`config.mk`:
```
export PLATFORM = sky130hd
export DESIGN_NAME = subtrator_serial
export DESIGN_NICKNAME = d
export VERILOG_FILES = /design/src/rtl/subtrator_serial_pkg.sv /design/src/rtl/subtrator_completo.sv /design/src/rtl/subtrator_serial.sv
export SDC_FILE = /design/constraint.sdc
export NUM_CORES = 1
export LEC_CHECK = 0
export CAP_MARGIN = 20
export CORE_ASPECT_RATIO = 0.9
export CORE_UTILIZATION = 35
export CTS_CLUSTER_DIAMETER = 40
export DETAILED_ROUTE_END_ITERATION = 6
export GPL_ROUTABILITY_DRIVEN = 0
export PLACE_DENSITY_LB_ADDON = 0.2
export SYNTH_ARGS = -nofsm -noshare
export SYNTH_HDL_FRONTEND = slang
export SYNTH_SLANG_ARGS = --single-unit
export TNS_END_PERCENT = 100
```
`constraint.sdc`:
```
create_clock -name clk -period 4.2 [get_ports clk]
set_input_delay 1.05 -clock clk [delete_from_list [all_inputs] [get_ports clk]]
set_output_delay 1.05 -clock clk [all_outputs]
set_load 0.005 [all_outputs]
```
`src/rtl/subtrator_serial_pkg.sv`:
```
// Shared constants for the bit-serial subtractor: FSM encoding and default width.
package subtrator_serial_pkg;

   localparam int unsigned N_DEFAULT = 8;

   localparam logic [1:0] OCIOSO = 2'b00;
   localparam logic [1:0] CALC   = 2'b01;
   localparam logic [1:0] FIM    = 2'b10;

endpackage

```
`src/rtl/subtrator_completo.sv`:
```
// One-bit full subtractor cell: difference and borrow for ai - bi - bin.
module subtrator_completo (
   input  logic ai,
   input  logic bi,
   input  logic bin,
   output logic d_c,
   output logic bout_c
);

   // Difference bit and outgoing borrow
   always_comb begin
      d_c    = ai ^ bi ^ bin;
      bout_c = (~ai & bi) | (~(ai ^ bi) & bin);
   end

endmodule

```
`src/rtl/subtrator_serial.sv`:
```
// Bit-serial unsigned subtractor: computes a - b one bit per cycle, LSB first.
module subtrator_serial
   import subtrator_serial_pkg::*;
#(
   parameter int unsigned N = N_DEFAULT
) (
   input  logic         clk,
   input  logic         rst_n,
   input  logic         inicio,
   input  logic [N-1:0] a,
   input  logic [N-1:0] b,
   output logic [N-1:0] s,
   output logic         borrow_out,
   output logic         ocupado,
   output logic         pronto
);

   localparam int unsigned     CW       = (N > 1) ? $clog2(N) : 1;
   localparam logic [CW-1:0]   CNT_LAST = CW'(N - 1);

   logic [1:0]   state;
   logic [1:0]   state_next;
   logic         carregar_c;
   logic         calcular_c;
   logic         concluir_c;

   logic [N-1:0] a_sr;
   logic [N-1:0] b_sr;
   logic [N-1:0] r_sr;
   logic [N-1:0] r_next_c;
   logic [CW-1:0] cnt;
   logic         bin;
   logic         d_c;
   logic         bout_c;

   subtrator_completo u_celula (
      .ai     (a_sr[0]),
      .bi     (b_sr[0]),
      .bin    (bin),
      .d_c    (d_c),
      .bout_c (bout_c)
   );

   // New difference bit enters the result from the MSB end
   assign r_next_c = {d_c, r_sr[N-1:1]};

   // State register
   always_ff @(posedge clk or negedge rst_n) begin
      if (!rst_n) state <= OCIOSO;
      else        state <= state_next;
   end

   // Next-state and datapath control; start requests only matter in OCIOSO
   always_comb begin
      state_next = state;
      carregar_c = 1'b0;
      calcular_c = 1'b0;
      concluir_c = 1'b0;
      case (state)
         OCIOSO: begin
            if (inicio) begin
               state_next = CALC;
               carregar_c = 1'b1;
            end
         end
         CALC: begin
            calcular_c = 1'b1;
            if (cnt == CNT_LAST) begin
               state_next = FIM;
               concluir_c = 1'b1;
            end
         end
         FIM:     state_next = OCIOSO;
         default: state_next = OCIOSO;
      endcase
   end

   // Operand/result shift registers, borrow chain, bit counter and result outputs
   always_ff @(posedge clk or negedge rst_n) begin
      if (!rst_n) begin
         a_sr       <= '0;
         b_sr       <= '0;
         r_sr       <= '0;
         bin        <= 1'b0;
         cnt        <= '0;
         s          <= '0;
         borrow_out <= 1'b0;
      end else begin
         if (carregar_c) begin
            a_sr <= a;
            b_sr <= b;
            bin  <= 1'b0;
            cnt  <= '0;
         end
         if (calcular_c) begin
            a_sr <= a_sr >> 1;
            b_sr <= b_sr >> 1;
            r_sr <= r_next_c;
            bin  <= bout_c;
            if (!concluir_c) cnt <= cnt + CW'(1);
         end
         if (concluir_c) begin
            s          <= r_next_c;
            borrow_out <= bout_c;
         end
      end
   end

   // Status flags registered from the upcoming state so they track the state exactly
   always_ff @(posedge clk or negedge rst_n) begin
      if (!rst_n) begin
         ocupado <= 1'b0;
         pronto  <= 1'b0;
      end else begin
         ocupado <= (state_next != OCIOSO);
         pronto  <= (state_next == FIM);
      end
   end

endmodule

```
======== Word-level counts from Yosys, hierarchy flattened ========
Index checks and enable logic that the tools add are counted.
storage, ports and cells
  bits in registers ....................... 41
  word-level logic and storage cells ...... 41
  input port bits ......................... 19
  output and inout bits ................... 11
cells by class
  multiplexer cells ....................... 17
  bitwise operators ....................... 7
  $add $sub $neg .......................... 1
  reduce and logical (&&, ||, !) cells .... 3
  eq/ne operators ......................... 3
operators by type and width
  cell                                                             number
  8-bit 2-to-1 mux                                                 4
  3-bit 2-to-1 mux                                                 3
  1-bit 2-to-1 mux                                                 7
  2-bit 2-to-1 mux                                                 2
  2-bit case mux with 2 select lines                               1
  2-bit nonzero test                                               2
  3-bit by 1-bit adder with 3-bit output, second input constant    1
  3-bit == test, second input constant                             1
  1-bit AND                                                        2
  2-bit by 1-bit == test with 1-bit output, second input constant  1
  2-bit == test, second input constant                             1
  2-bit logical NOT                                                1
  1-bit inverter                                                   2
  1-bit bitwise XOR                                                2
  1-bit OR                                                         1

======== Logic depth before layout (Yosys ltp) ========
  depth after elaboration ................. 5
  mapped depth ............................ 5
  depth with buffers taken out ............ 4

======== Modules after synthesis ========
A second synthesis with hierarchy kept.
unflattened totals
  cells, all modules ...................... 129
  area, all modules ....................... 1808.0 um^2
by module, submodules not included
  module              cells an instance  times used  seq. area each (um^2)  area each (um^2)
  subtrator_serial    125                1           1001.0                 1776.7
  subtrator_completo  4                  1           0.0                    31.3

======== Worst setup path before layout ========
OpenSTA, ideal clock, no wires.
  path type ............................... input port to flip-flop
  start ................................... in inicio
  end ..................................... reg a_sr[0]
  required time ........................... 4089 ps
  stages on the path ...................... 3
  path buffers ............................ 1
  setup slack ............................. 2455 ps
  library setup time ...................... 111 ps
  arrival ................................. 1634 ps
  cells stage by stage .................... and2b_1 buf_2 a222oi_1
on the way
  word-level cells in the longest chain between the ends .. 3
ends and longest elaborated chain
  element                       line                    text
  start, declared               subtrator_serial.sv:9   input logic inicio,
  1-bit 2-to-1 mux              subtrator_serial.sv:61  if (inicio) begin
  1-bit 2-to-1 mux              subtrator_serial.sv:59  case (state)
  2-bit nonzero test (no line)  n/a
  end signal, assigned          subtrator_serial.sv:96  a_sr <= a_sr >> 1;
  end, declared                 subtrator_serial.sv:27  logic [N-1:0] a_sr;
No other way between the ends.
A chain may end at the register's enable or synchronous reset.

======== Final worst setup path ========
  start ................................... reg s[7]
  end ..................................... out s[7]
RTL lines
  element                 line                     text
  start, declared         subtrator_serial.sv:12   output logic [N-1:0] s,
  start signal, assigned  subtrator_serial.sv:103  s <= r_next_c;
No word-level cell between the ends.

==> impl_metrics.py <==
metrics = {
    "final_layout": {
        "layout_commonest_cell": "dfrtp_1",
        "stdcell_area_sq_mm": 0.00218,
        "final_nets": 194,
        "area_growth_pct": 25.1,
        "final_cell_mix": "dfrtp_1 (40), clkdlybuf4s50_1 (28), inv_1 (20)",
        "layout.cells.non_filler": 234,
        "fillers": 445,
        "n_antenna_cell": 0,
        "drive_above_1_share_pct": 9.30,
    },
    "detailed_routing": {
        "via_per_inst": 5.11,
        "wl_per_cell_microns": 14.0,
        "drcViolationCount": 0,
        "wirelength_microns": 3290,
        "drtIter0Drc": 110,
        "vias": 1196,
        "ant_nets": 0,
        "drt_pre_antenna_iters": 5,
    },
    "global_routing": {
        "grt_max_degree": 41,
        "gr-total-overflow": 0,
        "antenna_found_initial": 0,
        "grt_pass1_wl_microns": 5530,
        "grt_pass1_vias": 1189,
        "grt_usage_pct": 13.8,
    },
    "setup_path": {
        "required_ps": 3150,
        "crit_path_top_delay_cell": "clkdlybuf4s50_1",
        "critPathMaxFanout": 2,
        "path_class": "flip-flop to output port",
        "cp-end-kind": "output port",
        "crit_chain": "clkdlybuf4s50_1",
        "cp_data_arrival_time_ps": 1130,
        "crit_family": "buffers and inverters",
        "critPathLaunchType": "flip-flop",
        "cpPeakStageDelay_ps": 490,
        "cp.buffers_inverters": 1,
    },
    "sta": {
        "fin_ws_ps": 2020,
        "finalSetupTns_ps": 0,
        "hold_viol": 0,
        "fin_crit_ps": 2180,
        "finalCritPeriodShare_pct": 52.0,
        "worstMarginPinSlew_ps": 893,
        "clock_skew_ps": 11.9,
        "max_freq_mhz": 458,
        "drv_slew": 0,
        "max_slew_margin_pct": 40.3,
        "finalSetupViolCount": 0,
        "finalHoldWorstSlack_ps": 487,
        "rsz0062_at_grt": "false",
    },
    "yosys": {
        "synth_cells": 143,
        "ys_seq_area_share_pct": 57.5,
        "synth_area_leaders": "dfrtp_1 (58%), a222oi_1 (8.1%), mux2_1 (7.1%), inv_1 (4.3%), nor2_1 (3.0%)",
        "yosysWarnings": 0,
        "yosys.area.top_type": "dfrtp_1",
        "synth.top_cell.area_share_pct": 57.5,
        "synth_area_per_cell_sq_um": 12.2,
        "synth-seq-cells": 40,
        "synth_cell_types": 26,
        "syn_area_sq_mm": 0.00174,
        "syn_nets": 166,
    },
    "pwr": {
        "ir_drop_mv": 0.329,
        "power_density_mw_per_mm2": 714,
        "p_leak_nw": 1.02,
    },
    "clock_network": {
        "cts_buffers": 5,
        "ctsHoldBuffers": 0,
        "htree_levels": 2,
        "cts_setup_buffers": 0,
        "cts_resized": 0,
        "worstSkewPairLatency_ps": 290,
        "cts_buffer_depth": 2,
        "cts_sinks": 40,
        "path_clk_slew_ps": 80,
        "cts_tree": "done",
        "root_buffer": "clkbuf_8",
    },
    "floorplan": {
        "core_sq_mm": 0.00460,
        "die_h_microns": 68.9,
        "ioPinCount": 30,
        "initial_core_util_pct": 37.8,
        "num_rows": 23,
        "die-width_microns": 76.3,
        "fp.dieArea_sq_mm": 0.00526,
    },
    "placed_design": {
        "place_inst": 226,
        "dpl-instance-area_sq_mm": 0.00206,
        "io_buffers": 29,
        "hpwl_microns": 2270,
        "dpl_worst_slack_ps": 1850,
    },
    "run": {
        "max_cap_violations": 0,
    },
    "worst_hold_path": {
        "hp-class": "flip-flop to flip-flop",
    },
    "run_status": {
        "outcome": "completed",
    },
}
## metrics by stage
step / utilization, % / power, mW
detailed placement: 44.6 / 1.25
global route: 47.3 / 1.68
floorplan: - / 1.06
CTS: 47.3 / 1.58
finish: 47.3 / 1.55
global placement: 44.6 / 1.22
## synthesized netlist by cell type
| master | n |
|---|---|
| nor2_1 | 14 |
| inv_1 | 20 |
| mux2i_1 | 2 |
| nand2_1 | 4 |
| nor4bb_1 | 2 |
| a21oi_1 | 1 |
| mux2_1 | 11 |
| a31oi_1 | 1 |
| a22o_1 | 1 |
| o21bai_1 | 1 |
| a222oi_1 | 14 |
| mux2_2 | 3 |
| o221ai_1 | 2 |
| dfrtp_1 | 40 |
| and3_1 | 4 |
| buf_6 | 3 |
| and2b_1 | 1 |
| buf_2 | 2 |
| fa_1 | 1 |
| clkbuf_1 | 5 |
| a211o_1 | 3 |
| nand3b_1 | 1 |
| ha_1 | 3 |
| or2_2 | 2 |
| nor2b_1 | 1 |
| nor4b_1 | 1 |
## power breakdown
group	leakage, nW	total, mW	switching [mW]	internal [mW]
combinational	0.475	0.568	0.241	0.327
sequential	0.481	0.664	0.0991	0.565
clock	0.0614	0.323	0.129	0.194
total	1.02	1.55	0.469	1.09
## area by class of cell
type,instances,area [sq um],share of cell area (%)
Multi-Input combinational cell,73,602,27.6
Inverter,20,75.1,3.45
Sequential cell,40,1000,46.0
Timing Repair Buffer,31,300,13.8
Clock buffer,6,82.6,3.79
Clock inverter,2,38.8,1.78
Tap cell,62,77.6,3.56
## state kept, by name (all words and copies together), names as in the netlist
signal      flops
a_sr            8
b_sr            8
s               8
r_sr            7
cnt             3
state           2
bin             1
borrow_out      1
ocupado         1
pronto          1
## metal layers
layer / part of all wire (%) / routed length, microns / vias up / track usage [%]
met5: 0 / 0 / - / 0
met4: 0.88 / 29 / 0 / 5.53
met3: 5.0 / 164 / 4 / 3.95
met2: 51 / 1660 / 30 / 24.2
met1: 43 / 1430 / 597 / 16.5
li1: - / - / 565 / -
## logic make-up (layout without fill, tap and decap cells)
| kind of cell | Yosys count | count (layout) | synth area share (%) |
|---|---|---|---|
| buffers and inverters | 30 | 59 | 7.91 |
| DFF | 40 | 40 | 57.5 |
| and+or+nand+nor | 30 | 30 | 8.91 |
| muxes | 16 | 16 | 10.2 |
| AOI/OAI and AO/OA | 23 | 23 | 12.1 |
| adders and majority gates | 4 | 4 | 3.31 |
## path summary, 6_finish.rpt
check | from | endpoint | slack (ps) | cells after the start
min reg2reg | r_sr[1] | s[0] | 490 | 1
max in group asynchronous | rst_n | s[0] | 2780 | 1
min | r_sr[1] | s[0] | 490 | 1
max reg2reg | state[1] | b_sr[1] | 2150 | 3
max | s[7] | s[7] | 2020 | 1
min in group asynchronous | rst_n | s[7] | 870 | 1
Note: power is estimated with default switching activity, not from simulation.
